==> src/rtl/hex_display_scheduler_if.sv <==
// Bundle between a value source / display sink and the scan scheduler.
// Carries the enable, the nibble-word valid/ready handshake and the digit drive.
// The scheduler uses the slave modport; the source/board side uses master.
interface hex_display_scheduler_if #(
    parameter int DIGITS = 4
);
    logic                  enable;
    logic [4*DIGITS-1:0]   value_in;
    logic                  value_valid;
    logic                  value_ready;
    logic [4:0]            number;
    logic [DIGITS-1:0]     digit_en;
    logic                  frame_done;

    modport master (
        output enable, value_in, value_valid,
        input  value_ready, number, digit_en, frame_done
    );

    modport slave (
        input  enable, value_in, value_valid,
        output value_ready, number, digit_en, frame_done
    );
endinterface

==> src/rtl/hex_display_scheduler.sv <==
// Scans DIGITS seven-segment positions through one shared hex encoder (macro HEX_SCHED_LZB_EN: leading-zero blanking).
// Latency: number/digit_en registered; a word accepted at frame end shows from the next cycle.
// Backpressure: value_ready only in IDLE or on the frame-end cycle, so a frame is never torn.
module hex_display_scheduler #(
    parameter int DIGITS   = 4,
    parameter int SCAN_DIV = 1000
) (
    input  logic                   clk,
    input  logic                   reset,
    hex_display_scheduler_if.slave bus
);
    localparam int IW = (DIGITS > 1) ? $clog2(DIGITS) : 1;
    localparam int PW = $clog2(SCAN_DIV);
    localparam logic [IW-1:0] IDX_LAST   = IW'(DIGITS - 1);
    localparam logic [PW-1:0] PRESC_LAST = PW'(SCAN_DIV - 1);

    typedef enum logic {IDLE, SCAN} state_t;

    state_t              state_q, state_d;
    logic [IW-1:0]       idx_q, idx_d;
    logic [PW-1:0]       presc_q, presc_d;
    logic [4*DIGITS-1:0] value_q, value_d;
    logic [4:0]          number_q, number_d;
    logic [DIGITS-1:0]   digit_en_q, digit_en_d;
    logic                frame_done_q;
    logic                wrap;
    logic                frame_end;
    logic                load;
    logic                blank_d;
    logic [3:0]          nibble_d;

    // Handshake: accept only when idle or on the last cycle of a frame; never in reset.
    always_comb begin
        frame_end       = (state_q == SCAN) && (idx_q == IDX_LAST) && (presc_q == PRESC_LAST);
        bus.value_ready = !reset && ((state_q == IDLE) || frame_end);
        load            = bus.value_valid && bus.value_ready;
        value_d         = load ? bus.value_in : value_q;
    end

    // Next-state: scan state machine plus slot prescaler and digit index.
    always_comb begin
        state_d = state_q;
        idx_d   = idx_q;
        presc_d = presc_q;
        wrap    = 1'b0;
        case (state_q)
            IDLE: begin
                if (bus.enable) begin
                    state_d = SCAN;
                    idx_d   = '0;
                    presc_d = '0;
                end
            end
            SCAN: begin
                if (!bus.enable) begin
                    state_d = IDLE;
                    idx_d   = '0;
                    presc_d = '0;
                end else if (presc_q == PRESC_LAST) begin
                    presc_d = '0;
                    if (idx_q == IDX_LAST) begin
                        idx_d = '0;
                        wrap  = 1'b1;
                    end else begin
                        idx_d = idx_q + 1'b1;
                    end
                end else begin
                    presc_d = presc_q + 1'b1;
                end
            end
            default: begin
                state_d = IDLE;
                idx_d   = '0;
                presc_d = '0;
            end
        endcase
    end

    // Output decode from next-state values so number/digit_en line up with idx/presc.
    always_comb begin
        nibble_d = value_d[{idx_d, 2'b00} +: 4];
`ifdef HEX_SCHED_LZB_EN
        // Blank digit k>0 when it and every more-significant nibble is zero.
        blank_d  = (idx_d != '0) && ((value_d >> {idx_d, 2'b00}) == '0);
`else
        blank_d  = 1'b0;
`endif
        number_d   = 5'h1F;
        digit_en_d = '1;
        if (state_d == SCAN) begin
            number_d = blank_d ? 5'h1F : {1'b0, nibble_d};
            // presc==0 is a dark guard cycle between digits to avoid ghosting.
            if (presc_d != '0) begin
                digit_en_d[idx_d] = 1'b0;
            end
        end
    end

    // State, holding register and registered display outputs; reset wins over everything.
    always_ff @(posedge clk) begin
        if (reset) begin
            state_q      <= IDLE;
            idx_q        <= '0;
            presc_q      <= '0;
            value_q      <= '0;
            number_q     <= 5'h1F;
            digit_en_q   <= '1;
            frame_done_q <= 1'b0;
        end else begin
            state_q      <= state_d;
            idx_q        <= idx_d;
            presc_q      <= presc_d;
            value_q      <= value_d;
            number_q     <= number_d;
            digit_en_q   <= digit_en_d;
            frame_done_q <= wrap;
        end
    end

    assign bus.number     = number_q;
    assign bus.digit_en   = digit_en_q;
    assign bus.frame_done = frame_done_q;
endmodule

==> src/flat_wrapper.sv <==
// flat-port wrapper written by rule: the top's interface ports become plain ports
module hex_display_scheduler_flat 
#(
    parameter int DIGITS   = 4,
    parameter int SCAN_DIV = 1000
)
  (clk, reset, bus_enable, bus_value_in, bus_value_valid, bus_value_ready, bus_number, bus_digit_en, bus_frame_done);
  hex_display_scheduler_if #(.DIGITS(DIGITS)) bus_i ();
  input  logic clk;
  input  logic reset;
  input wire logic [$bits(bus_i.enable)-1:0] bus_enable;
  input wire logic [$bits(bus_i.value_in)-1:0] bus_value_in;
  input wire logic [$bits(bus_i.value_valid)-1:0] bus_value_valid;
  output wire logic [$bits(bus_i.value_ready)-1:0] bus_value_ready;
  output wire logic [$bits(bus_i.number)-1:0] bus_number;
  output wire logic [$bits(bus_i.digit_en)-1:0] bus_digit_en;
  output wire logic [$bits(bus_i.frame_done)-1:0] bus_frame_done;
  assign bus_i.enable = bus_enable;
  assign bus_i.value_in = bus_value_in;
  assign bus_i.value_valid = bus_value_valid;
  assign bus_value_ready = bus_i.value_ready;
  assign bus_number = bus_i.number;
  assign bus_digit_en = bus_i.digit_en;
  assign bus_frame_done = bus_i.frame_done;
  hex_display_scheduler #(.DIGITS(DIGITS), .SCAN_DIV(SCAN_DIV)) u_core (.clk(clk), .reset(reset), .bus(bus_i));
endmodule
==> config.mk <==
export PLATFORM = sky130hd
export DESIGN_NAME = hex_display_scheduler_flat
export DESIGN_NICKNAME = d
export VERILOG_FILES = /design/src/rtl/hex_display_scheduler_if.sv /design/src/rtl/hex_display_scheduler.sv /design/src/flat_wrapper.sv
export SDC_FILE = /design/constraint.sdc
export NUM_CORES = 1
export LEC_CHECK = 0
export ABC_CLOCK_PERIOD_IN_PS = 3100
export BUFFER_PORTS_ARGS = -buffer_cell sky130_fd_sc_hd__buf_2
export CORE_UTILIZATION = 55
export DETAILED_ROUTE_END_ITERATION = 7
export GPL_TIMING_DRIVEN = 0
export PLACE_DENSITY = 0.83
export REMOVE_ABC_BUFFERS = 1
export SYNTH_ARGS = -nofsm -noshare
export SYNTH_HDL_FRONTEND = slang
export SYNTH_SLANG_ARGS = --single-unit
export TNS_END_PERCENT = 30
==> constraint.sdc <==
create_clock -name clk -period 3.1 [get_ports clk]
set_clock_uncertainty 0.05 [all_clocks]
set_input_delay 0.155 -clock clk [delete_from_list [all_inputs] [get_ports clk]]
set_output_delay 0.155 -clock clk [all_outputs]
set_load 0.02 [all_outputs]
==> After elaboration in Yosys (flattened, before gate mapping) <==
Index checks and enable logic that the tools add are counted.
{ "op_classes": {"n_addsub": 2, "magnitude_cmp": 2, "n_eq_ne": 2, "n_shift": 1, "n_mux": 15, "n_bitwise": 6, "n_reduce_logical": 11} }
{ "ops": {"columns": ["operator", "count"], "rows": [
  ["2-to-1 mux 10 bit", 3],
  ["one-hot mux 10 bit (2 select lines)", 1],
  ["2-to-1 mux 16 bit", 1],
  ["variable part select 16 x 5 -> 4 bit", 1],
  ["adder 10 x 1 -> 10 bit (second input constant)", 1],
  ["equality test 10 bit (second input constant)", 1],
  ["nonzero test 10 bit", 1],
  ["2-to-1 mux 2 bit", 4],
  ["logical AND 1 bit", 5],
  ["2-to-1 mux 5 bit", 1],
  ["inverter 1 bit", 5],
  ["inverter 4 bit", 1],
  ["one-hot mux 2 bit (2 select lines)", 1],
  ["OR reduction 4 bit", 1],
  ["< comparator 2 x 3 -> 1 bit (second input constant)", 1],
  ["2-to-1 mux 1 bit", 3],
  ["OR reduction 3 bit", 1],
  ["adder 2 x 1 -> 2 bit (second input constant)", 1],
  ["demux 1 bit (select 2 bit)", 1],
  ["equality test 2 bit (second input constant)", 1],
  ["greater-or-equal comparator 2 x 1 -> 1 bit (second input constant)", 1],
  ["OR reduction 2 bit", 1],
  ["zero test 1 bit", 1],
  ["logical OR 1 bit", 1]
]} }
{ "totals": {"register_bits": 39, "out_inout_bits": 11, "wordCells": 47} }

==> Depth between registers and ports, before layout <==
Gate-level depths: netlist of run 1.
{ "depth": {"word_depth": 10, "mapped_depth": 8, "ltp_nobuf": 7} }

==> Worst setup path before layout of run 1 <==
OpenSTA, ideal clock, no wires.
{ "synth_timing": {"kind": "reg-to-reg", "startpoint": "reg u_core.presc_q[0]", "endpoint": "reg u_core.number_q[3], in the netlist u_core.bus.number[3]", "setup_ns": 0.075, "arrival_ns": 2.054, "t_required_ns": 2.975, "slack_ns": 0.921, "path_stages_with_launch": 9, "synth_period_minus_slack_ns": 2.179, "path_cell_list": "dfxtp_1 -> ha_1 -> nand4bb_4 -> nor3_4 -> a41oi_4 -> buf_8 -> mux2i_1 -> mux2_2 -> a22oi_2"} }
{ "synth_via": {"elab_chain_len": 7, "word_cells_on_any_way": 10, "cone_classes": "eq/ne: 1; shift: 1; mux: 4; reduce/logical: 4"} }
{ "synth_lines": {"columns": ["element", "line_no", "text"], "rows": [
  ["from (decl)", "hex_display_scheduler.sv:21", "logic [PW-1:0] presc_q, presc_d;"],
  ["from (signal assigned)", "hex_display_scheduler.sv:112", "presc_q <= presc_d;"],
  ["equality test 10 bit (*)", "hex_display_scheduler.sv:34, hex_display_scheduler.sv:59", null],
  ["parallel branches: the longest is 5 deep, another holds 2-to-1 mux 2 bit", null, null],
  ["variable part select 16 x 5 -> 4 bit (*)", "hex_display_scheduler.sv:81", "nibble_d = value_d[{idx_d, 2'b00} +: 4];"],
  ["to (signal assigned)", "hex_display_scheduler.sv:114", "number_q <= number_d;"],
  ["to (decl)", "hex_display_scheduler.sv:23", "logic [4:0] number_q, number_d;"]
]} }
Mark *: on every way between the ends.
A chain may end at the register's enable or synchronous reset.

==> Worst setup path after layout of run 1 <==
{ "layout_timing": {"startpoint": "reg u_core.presc_q[0]", "endpoint": "reg u_core.number_q[1], in the netlist u_core.bus.number[1]"} }
Same word-level chain as after synthesis.

==> results of run 1 <==
logic make-up (layout without fill, tap and decap cells):
family	count (synthesis)	after routing	share of synthesized area, %
AO/OA/AOI/OAI	38	38	15.74
XOR/XNOR	2	2	0.9379
adder cells (fa/ha/maj)	2	2	1.339
buffers and inverters	14	42	4.085
flip-flops	39	39	41.80
multiplexers	24	24	13.80
AND/OR/NAND/NOR	75	75	22.30
worst max path at each step:
stage	slack, ns	depth (start not counted)	endpoint
after detailed placement	0.53	7	u_core.bus.number[1]
after floorplan	0.88	7	u_core.bus.number[1]
after CTS	0.50	7	u_core.bus.number[1]
final	0.51	7	u_core.bus.number[1]
after global routing	0.37	7	u_core.bus.number[0]
after global placement	0.62	7	u_core.bus.number[1]
metrics by stage:
step / hold WS, ns / setup WS, ns / instance area (um2) / power (mW) / std cells
4_1_cts: 0.001250 / 0.5038 / 2100 / 0.9700 / 266
3_3_place_gp: 0.3598 / 0.6204 / 2013 / 0.6189 / 258
6_report: 0.004354 / 0.5145 / 2100 / 0.9665 / 266
3_5_place_dp: 0.3669 / 0.5255 / 2013 / 0.6213 / 258
2_1_floorplan: 0.1741 / 0.8768 / 1808 / 0.5869 / 184
5_1_grt: 0.003389 / 0.3690 / 2100 / 1.000 / 266
state kept, by name, indices dropped and copies added (netlist names):
| name | count |
|---|---|
| u_core.presc_q | 10 |
| u_core.idx_q | 2 |
| u_core.bus.frame_done | 1 |
| u_core.bus.digit_en | 4 |
| u_core.state_q | 1 |
| u_core.bus.number | 5 |
| u_core.value_q | 16 |
per-layer routing:
layer	vias to the layer above	GRT usage (%)	share of wire [%]
met2	36	31.71	46
met4	0	8.970	1.3
met5	-	0	0
li1	762	-	-
met1	712	28.65	47
met3	6	7.143	5.2
worst register-to-register path: stages, from the launching register on:
cell and delay, ns:
dfxtp_1 0.44, ha_1 0.36, nand4bb_4 0.20, o31a_1 0.35, o21ai_1 0.20, nand2_1 0.35, mux2_4 0.41, a22oi_1 0.18
final cells by class:
| type | instances | area share (%) |
|---|---|---|
| Multi-Input combinational cell | 141 | 48.15 |
| Sequential cell | 39 | 37.19 |
| Timing Repair Buffer | 30 | 7.151 |
| Tap cell | 44 | 2.622 |
| Clock buffer | 6 | 2.443 |
| Clock inverter | 2 | 1.669 |
| Inverter | 4 | 0.7747 |
layout by cell type (no fill, tap or decap), drive strengths merged, types with 2 or more instances in the layout:
master	instances
a21oi	7
a22oi	5
a31oi	2
and2	3
and3	4
buf	30
clkbuf	6
clkinv	2
dfxtp	39
ha	2
inv	3
mux2	8
mux2i	16
nand2	12
nand3	5
nand4	5
nor2	31
nor2b	3
nor3	4
o2111ai	2
o21ai	7
o31ai	3
o41ai	2
or2	2
report_power, final:
group	internal [mW]	switching, mW
clock network	0.191	0.166
registers	0.516	0.00545
logic	0.0379	0.0510
==> reports/metrics.cfg, run 1 <==
[synth]
seq_area_frac_synth_pct = 41.80
synth.cell_area_um2 = 1868
yosysTopAreaCellShare_pct = 41.80
synth_cells = 194
yosysUniqueCellTypes = 53
synth_top_cell_by_area = dfxtp_1
ys_top_cells_by_area = dfxtp_1 42%, mux2i_1 8.6%, nor2_1 6.2%
synth_most_common_cell = dfxtp_1
ys_warn_count = 0
synth-seq-cells = 39
yosys-top-cells-count = 39 x dfxtp_1, 31 x nor2_1, 16 x mux2i_1
syn_area_per_cell_um2 = 9.629
synthArstFlopShare_pct = 0
synth_flop_cell = dfxtp_1
synth_edf_count = 0

[finish]
seq_area_um2 = 780.7
area_growth_pct = 12.39
nets = 243
num-fill-cells = 265
num_antenna_cells = 0
final_core_util_pct = 67.12
drive_gt1_share_pct = 26.58
multi_input_area_um2 = 1011

[sta]
min_period_ns = 2.585
setup_viol = 0
worst_pin_slew_ns = 0.9877
hold_viol = 0
tns_ns = 0
slew_headroom_pct = 33.91
rsz0062_at_grt = false
min_period_over_period_pct = 83.40
max_freq_ghz = 0.3868
slew_violations = 0

[global_routing]
grt_pass1_wl_um = 5713
antenna_found_initial = 0
grt_start_max_net_pins = 30
grt_overflow = 0
globalRouteTotalUtil_pct = 21.54
grt_pass1_vias = 1294

[setup_path]
r2r_start = u_core.presc_q[0]
worstSetupStartpoint = u_core.presc_q[0]
worst_path_dominant_cell_family = compound AO/OA/AOI/OAI gates
worst-path-buf-inv = 0
crit_type = reg2reg
crit_fanout = 11
end_kind = flip-flop
crit_path_start_kind = flip-flop
worst_path_max_delay_cell = dfxtp_1
cp_data_required_time_ns = 3.33
cp.arrival_ns = 2.81
reg2regPathDepth = 7
r2r_end = u_core.bus.number[1]
path_cells = ha_1, nand4bb_4, o31a_1, o21ai_1, nand2_1, mux2_4, a22oi_1
r2r_slack_ns = 0.51
critPathMaxStageDelay_ns = 0.44

[flow_run]
max_cap_violations = 0

[detailed_routing]
post_drt_via_cell_ratio = 5.699
drc = 0
vias = 1516
final_antenna_net_count = 0
wl_per_cell_um = 13.73
routed_wl_um = 3653
drt-initial-drc-count = 56
dr.pass1.iters = 4

[placed_design]
gp_congestion = 0.8873
hpwl_um = 2601
portBuffers = 30

[clocking]
postCtsSetupRepairBufs = 0
cts.repair.resized = 0
cts_tree = yes
cts-root-buf = clkbuf_4
clkTransAtPathRegs_ns = 0.12
ctsHoldBuffers = 0
clk_path_buf_depth = 2
cts.sinks = 39
insertion_delay_ns = 0.35
htree_levels = 2
cts-buffers-inserted = 5

[floorplan]
die-area_um2 = 3634
die-height_um = 60.28
ios = 31
die_w_um = 60.28
fp-row-count = 20
start_util_pct = 59.72
core_area_um2 = 3128

[outcome]
status = finished clean

[worst_hold_path]
hp-start = bus_value_in[9]
hold_end = u_core.value_q[9]
hold_class = in2reg
hold_depth = 3

[power]
powerDensity_nw_per_um2 = 460.4
p_leak_nw = 0.9045
ir_drop_mv = 0.3317

Note: power is estimated with default switching activity, not from simulation.
==> run 2: changes to the inputs <==
ABC_CLOCK_PERIOD_IN_PS = 2300   (was 3100)
CORE_UTILIZATION = 50   (was 55)
PLACE_DENSITY = 0.8   (was 0.83)
clock period = 2.3 ns   (was 3.1 ns; I/O delays follow)
==> run 2 against run 1 <==
Via count up 3.4%. Critical path depth unchanged. Clock power up 59%. First-iteration DRC count up 120%. Utilization down 2.3 points. Sequential share of layout area down 2.1 points. Flip-flop and latch count unchanged. Largest cell class unchanged. Largest power group unchanged.
==> reports/metrics.cfg, run 2 (synthesis gave the netlist of run 1 again) <==
[outcome]
status = finished clean

[power]
ir_drop_mv = 0.5755
p_leak_nw = 0.9616
seqPwrFrac_pct = 50.3
pwr-share-clk_pct = 40.7
switching_power_uw = 322.5
powerDensity_nw_per_um2 = 620.6
switching_share_pct = 23.13
power.internal_mw = 1.072
p_comb_share_pct = 9.1

[global_routing]
grt_use_met1_pct = 26.45
grt_pass1_wl_um = 6417
grt_pass1_vias = 1426
globalRouteTotalUtil_pct = 20.98
grt_start_max_net_pins = 30
use_met2_pct = 32.39
grt_overflow = 0
antenna_found_initial = 0
use_met3_pct = 7.246
grt.busiest_layer = met2

[detailed_routing]
dr.pass1.iters = 4
drt-initial-drc-count = 123
vias = 1568
wl_per_cell_um = 13.84
final_antenna_net_count = 0
drc = 0
post_drt_via_cell_ratio = 5.681
routed_wl_um = 3819

[clocking]
insertion_delay_ns = 0.30
clk_path_buf_depth = 2
cts-root-buf = clkbuf_8
clkTransAtPathRegs_ns = 0.08
cts_tree = yes
cts.sinks = 39
htree_levels = 2
cts-buffers-inserted = 5

[finish]
layout_common_cells = 35 x dfxtp_1, 30 x nor2_1, 30 x buf_2, 16 x mux2i_1, 12 x nand2_1
multi_input_area_um2 = 1070
seq_area_um2 = 788.3
drive_gt1_share_pct = 33.91
num-fill-cells = 286
num_antenna_cells = 0
area_growth_pct = 20.29
largest_register = u_core.value_q
largest_register_ffs = 16
final_common_cell = dfxtp_1
nets = 251
fin_area_um2 = 2247

[flow_run]
max_cap_violations = 0

[setup_path]
r2r_end = u_core.bus.digit_en[1]
crit_path_start_kind = flip-flop
worstSetupStartpoint = u_core.presc_q[0]
crit_type = reg2reg
crit_end = u_core.bus.digit_en[1]
cp.arrival_ns = 2.43
crit_fanout = 6
cp_data_required_time_ns = 2.48
reg2regPathDepth = 7
end_kind = flip-flop
r2r_start = u_core.presc_q[0]
r2r_slack_ns = 0.05

[sta]
setup_slack_ns = 0.05255
slew_headroom_pct = 55.84
tns_ns = 0
hold_viol = 0
slew_violations = 0
setup_viol = 0
worst_pin_slew_ns = 0.6617
min_period_ns = 2.247
min_period_over_period_pct = 97.72
max_freq_ghz = 0.4449

[placed_design]
pre_cts_slack_ns = -0.2181
gp_congestion = 0.8208
post_dp_cell_area_um2 = 2016
hpwl_um = 2498
portBuffers = 30

[worst_hold_path]
hp-start = bus_value_in[6]
hold_class = in2reg

[floorplan]
core_area_um2 = 3468
die-height_um = 63.13
fp-row-count = 21
ios = 31
die_w_um = 63.13
start_util_pct = 53.86
die-area_um2 = 3985

-- run 2: cell types whose count changed in the layout (fill, tap and decap cells not counted), sizes merged --
cell | before | now
buf | 30 | 37
clkinv | 2 | 3
nand2 | 12 | 13
clkbuf | 6 | 5
-- run 2: routing by layer --
| layer | vias up | share of wire, % |
|---|---|---|
| li1 | 777 | - |
| met1 | 732 | 46 |
| met2 | 52 | 46 |
| met3 | 7 | 6.3 |
| met4 | 0 | 1.8 |
| met5 | - | 0 |
-- run 2: area by class of cell --
class / count / area share, %
clock inverter: 3 / 1.949
multi-input combinational: 142 / 47.61
timing repair buffer: 37 / 9.020
tap: 46 / 2.561
inverter: 4 / 0.7238
sequential: 39 / 35.08
clock buffer: 5 / 3.062
-- run 2: worst min path at each step --
stage / endpoint / cells after the start
after floorplan: u_core.idx_q[0] / 1
after CTS: u_core.value_q[6] / 3
after global routing: u_core.value_q[1] / 3
after global placement: u_core.value_q[10] / 3
after detailed placement: u_core.value_q[8] / 3
final: u_core.value_q[6] / 3
-- run 2: power by group through the flow --
| stage | Sequential (mW) | Combinational, mW | Clock [mW] |
|---|---|---|---|
| 3_5_place_dp | 0.717 | 0.119 | 0 |
| 6_report | 0.701 | 0.127 | 0.567 |
| 4_1_cts | 0.702 | 0.122 | 0.575 |
| 5_1_grt | 0.703 | 0.140 | 0.606 |
| 2_1_floorplan | 0.723 | 0.0677 | 0 |
| 3_3_place_gp | 0.717 | 0.117 | 0 |
-- run 2: repair_timing --
item                                    CTS  global route
hold buffers                              0             0
endpoints found under the setup margin    8             8
pin swaps                                 3             5
resized for setup                         5            10
cloned                                    0             1
setup buffers                             3             4
-- run 2: worst max-delay path, cell delays in order, from the launching register on --
cell and delay, ns:
dfxtp_4 0.38, ha_4 0.17, nand4bb_4 0.16, o31a_1 0.43, a31o_1 0.28, nor4bb_2 0.31
nand4_1 0.24, nand4_1 0.16
-- run 2: stage by stage --
stage / total power [mW] / util (%) / hold slack (ns) / std cells
finish: 1.395 / 64.79 / 0.01825 / 276
global route: 1.449 / 64.79 / 0.02307 / 276
CTS: 1.399 / 62.63 / 0.02559 / 271
global placement: 0.8340 / 58.12 / 0.3191 / 260
floorplan: 0.7910 / - / 0.1341 / 184
detailed placement: 0.8364 / 58.12 / 0.3308 / 260
==> run 3: changes to the inputs <==
CORE_ASPECT_RATIO = 1.4   (was unset)
CORE_UTILIZATION = 43   (was 50)
PLACE_DENSITY = 0.71   (was 0.8)
==> run 3 against run 2 <==
The run now ends with design-rule violations left. Cell count decreased by 1.1%. Global-route usage decreased by 3.8 points. Register-to-register slack improved by 0.06 ns. Worst hold slack improved by 0.0067 ns. Routed wire length decreased by 0.24%. Critical path depth decreased by 1. First-iteration DRC count decreased by 73%. Clock power decreased by 2%. Critical path type unchanged. Largest cell class unchanged.
==> reports/metrics.cfg, run 3 (synthesis gave the netlist of run 1 again) <==
[outcome]
status = complete, but fails checks
violations = design-rule violations

[setup_path]
cp_data_required_time_ns = 2.46
worst_path_max_delay_cell = dfxtp_1
r2r_slack_ns = 0.11
crit_fanout = 11
end_kind = flip-flop
crit_type = reg2reg
r2r_end = u_core.bus.number[0]
path_cells = and2_1, o31a_1, o21ai_1, nand2_4, mux2_2, a22oi_1
worstSetupStartpoint = u_core.state_q
crit_path_start_kind = flip-flop
r2r_start = u_core.state_q
reg2regPathDepth = 6
cp.arrival_ns = 2.35
critPathMaxStageDelay_ns = 0.46

[worst_hold_path]
hold_end = u_core.value_q[13]
hp-start = bus_value_in[13]
hold_depth = 3
hold_class = in2reg

[finish]
num-fill-cells = 412
nets = 250
layout_common_cells = 36 x dfxtp_1, 30 x nor2_1, 30 x buf_2, 16 x mux2i_1, 11 x nand2_1
drive_gt1_share_pct = 32.89
num_antenna_cells = 0
fin_area_um2 = 2247
final_common_cell = dfxtp_1
largest_register_ffs = 16
final_core_util_pct = 53.45
largest_register = u_core.value_q
area_growth_pct = 20.29

[power]
powerDensity_nw_per_um2 = 615.3
seqPwrFrac_pct = 50.7
switching_share_pct = 22.83
switching_power_uw = 315.7
finalPower_mw = 1.383
p_leak_nw = 0.9528
pwr-share-clk_pct = 40.1
p_comb_share_pct = 9.2
ir_drop_mv = 0.5110
power.internal_mw = 1.067

[global_routing]
grt_overflow = 0
grt_pass1_vias = 1385
grt_start_max_net_pins = 30
antenna_found_initial = 0
globalRouteTotalUtil_pct = 17.19
grt_pass1_wl_um = 6113

[flow_run]
max_cap_violations = 0

[clocking]
clkTransAtPathRegs_ns = 0.08
htree_levels = 2
cts-root-buf = clkbuf_8
cts.sinks = 39
cts-buffers-inserted = 5
cts_tree = yes
clk_path_buf_depth = 2
insertion_delay_ns = 0.29

[placed_design]
hpwl_um = 2556
pre_cts_slack_ns = -0.2315
portBuffers = 30
gp_congestion = 0.7870
post_dp_cell_area_um2 = 2014

[detailed_routing]
wl_per_cell_um = 13.96
drc = 1
routed_wl_um = 3810
final_antenna_net_count = 0
dr.pass1.iters = 6
post_drt_via_cell_ratio = 5.637
drt-initial-drc-count = 33
vias = 1539

[sta]
setup_slack_ns = 0.1095
worst_pin_slew_ns = 0.6270
hold_viol = 0
slew_violations = 0
setup_viol = 0
min_period_ns = 2.190
hold_ws_ns = 0.02496
max_freq_ghz = 0.4565
min_period_over_period_pct = 95.24
slew_headroom_pct = 58.15

[floorplan]
die-area_um2 = 4616
ios = 31
core_area_um2 = 4204
die-height_um = 79.99
start_util_pct = 44.43
fp-row-count = 28
die_w_um = 57.71

==> run 3: worst max path at each step <==
stage	slack, ns	endpoint
finish	0.11	u_core.bus.number[0]
global route	-0.003	u_core.bus.number[3]
CTS	0.009	u_core.bus.digit_en[0]
detailed placement	-0.23	u_core.bus.number[0]
global placement	-0.22	u_core.bus.number[2]
floorplan	0.08	u_core.bus.number[1]
==> run 3: timing repair <==
item / 4_1_cts / 5_1_grt
gates resized for setup: 6 / 9
hold buffers: 0 / 0
pin swaps: 3 / 6
endpoints found under the setup margin: 8 / 8
setup buffers: 1 / 6
==> run 3: final cells by class <==
class                           count  area (um2)  share of cell area (%)
Clock buffer                        5       68.82                   3.062
Clock inverter                      2       37.54                   1.670
Inverter                            4       16.27                  0.7238
Multi-Input combinational cell    141        1064                   47.33
Sequential cell                    39       789.5                   35.13
Tap cell                           45       56.30                   2.506
Timing Repair Buffer               37       215.2                   9.577
==> run 3: power groups by stage <==
stage	combinational (mW)	clock (mW)	sequential, mW
2_1_floorplan	0.0677	0	0.723
3_3_place_gp	0.119	0	0.717
3_5_place_dp	0.120	0	0.717
4_1_cts	0.125	0.564	0.702
5_1_grt	0.140	0.592	0.703
6_report	0.128	0.555	0.700
==> run 3: stage by stage <==
stage	setup TNS [ns]	instances
4_1_cts	0	267
3_3_place_gp	-1.465	259
6_report	0	273
3_5_place_dp	-1.278	259
2_1_floorplan	0	184
5_1_grt	-0.003464	273
==> run 3: metal layers <==
| metal | vias to the layer above | part of all wire (%) | global-route usage (%) |
|---|---|---|---|
| met5 | - | 0 | 0 |
| met4 | 0 | 2.2 | 7.619 |
| met3 | 10 | 3.3 | 4.052 |
| met2 | 30 | 51 | 30.35 |
| met1 | 728 | 43 | 19.34 |
| li1 | 771 | - | - |
==> run 3: critical path: cells and delay by family (launching register included) <==
kind             cells  cell delay [ns]
AO/OA/AOI/OAI        3             0.67
flip-flops           1             0.46
multiplexers         1             0.36
AND/OR/NAND/NOR      2             0.57
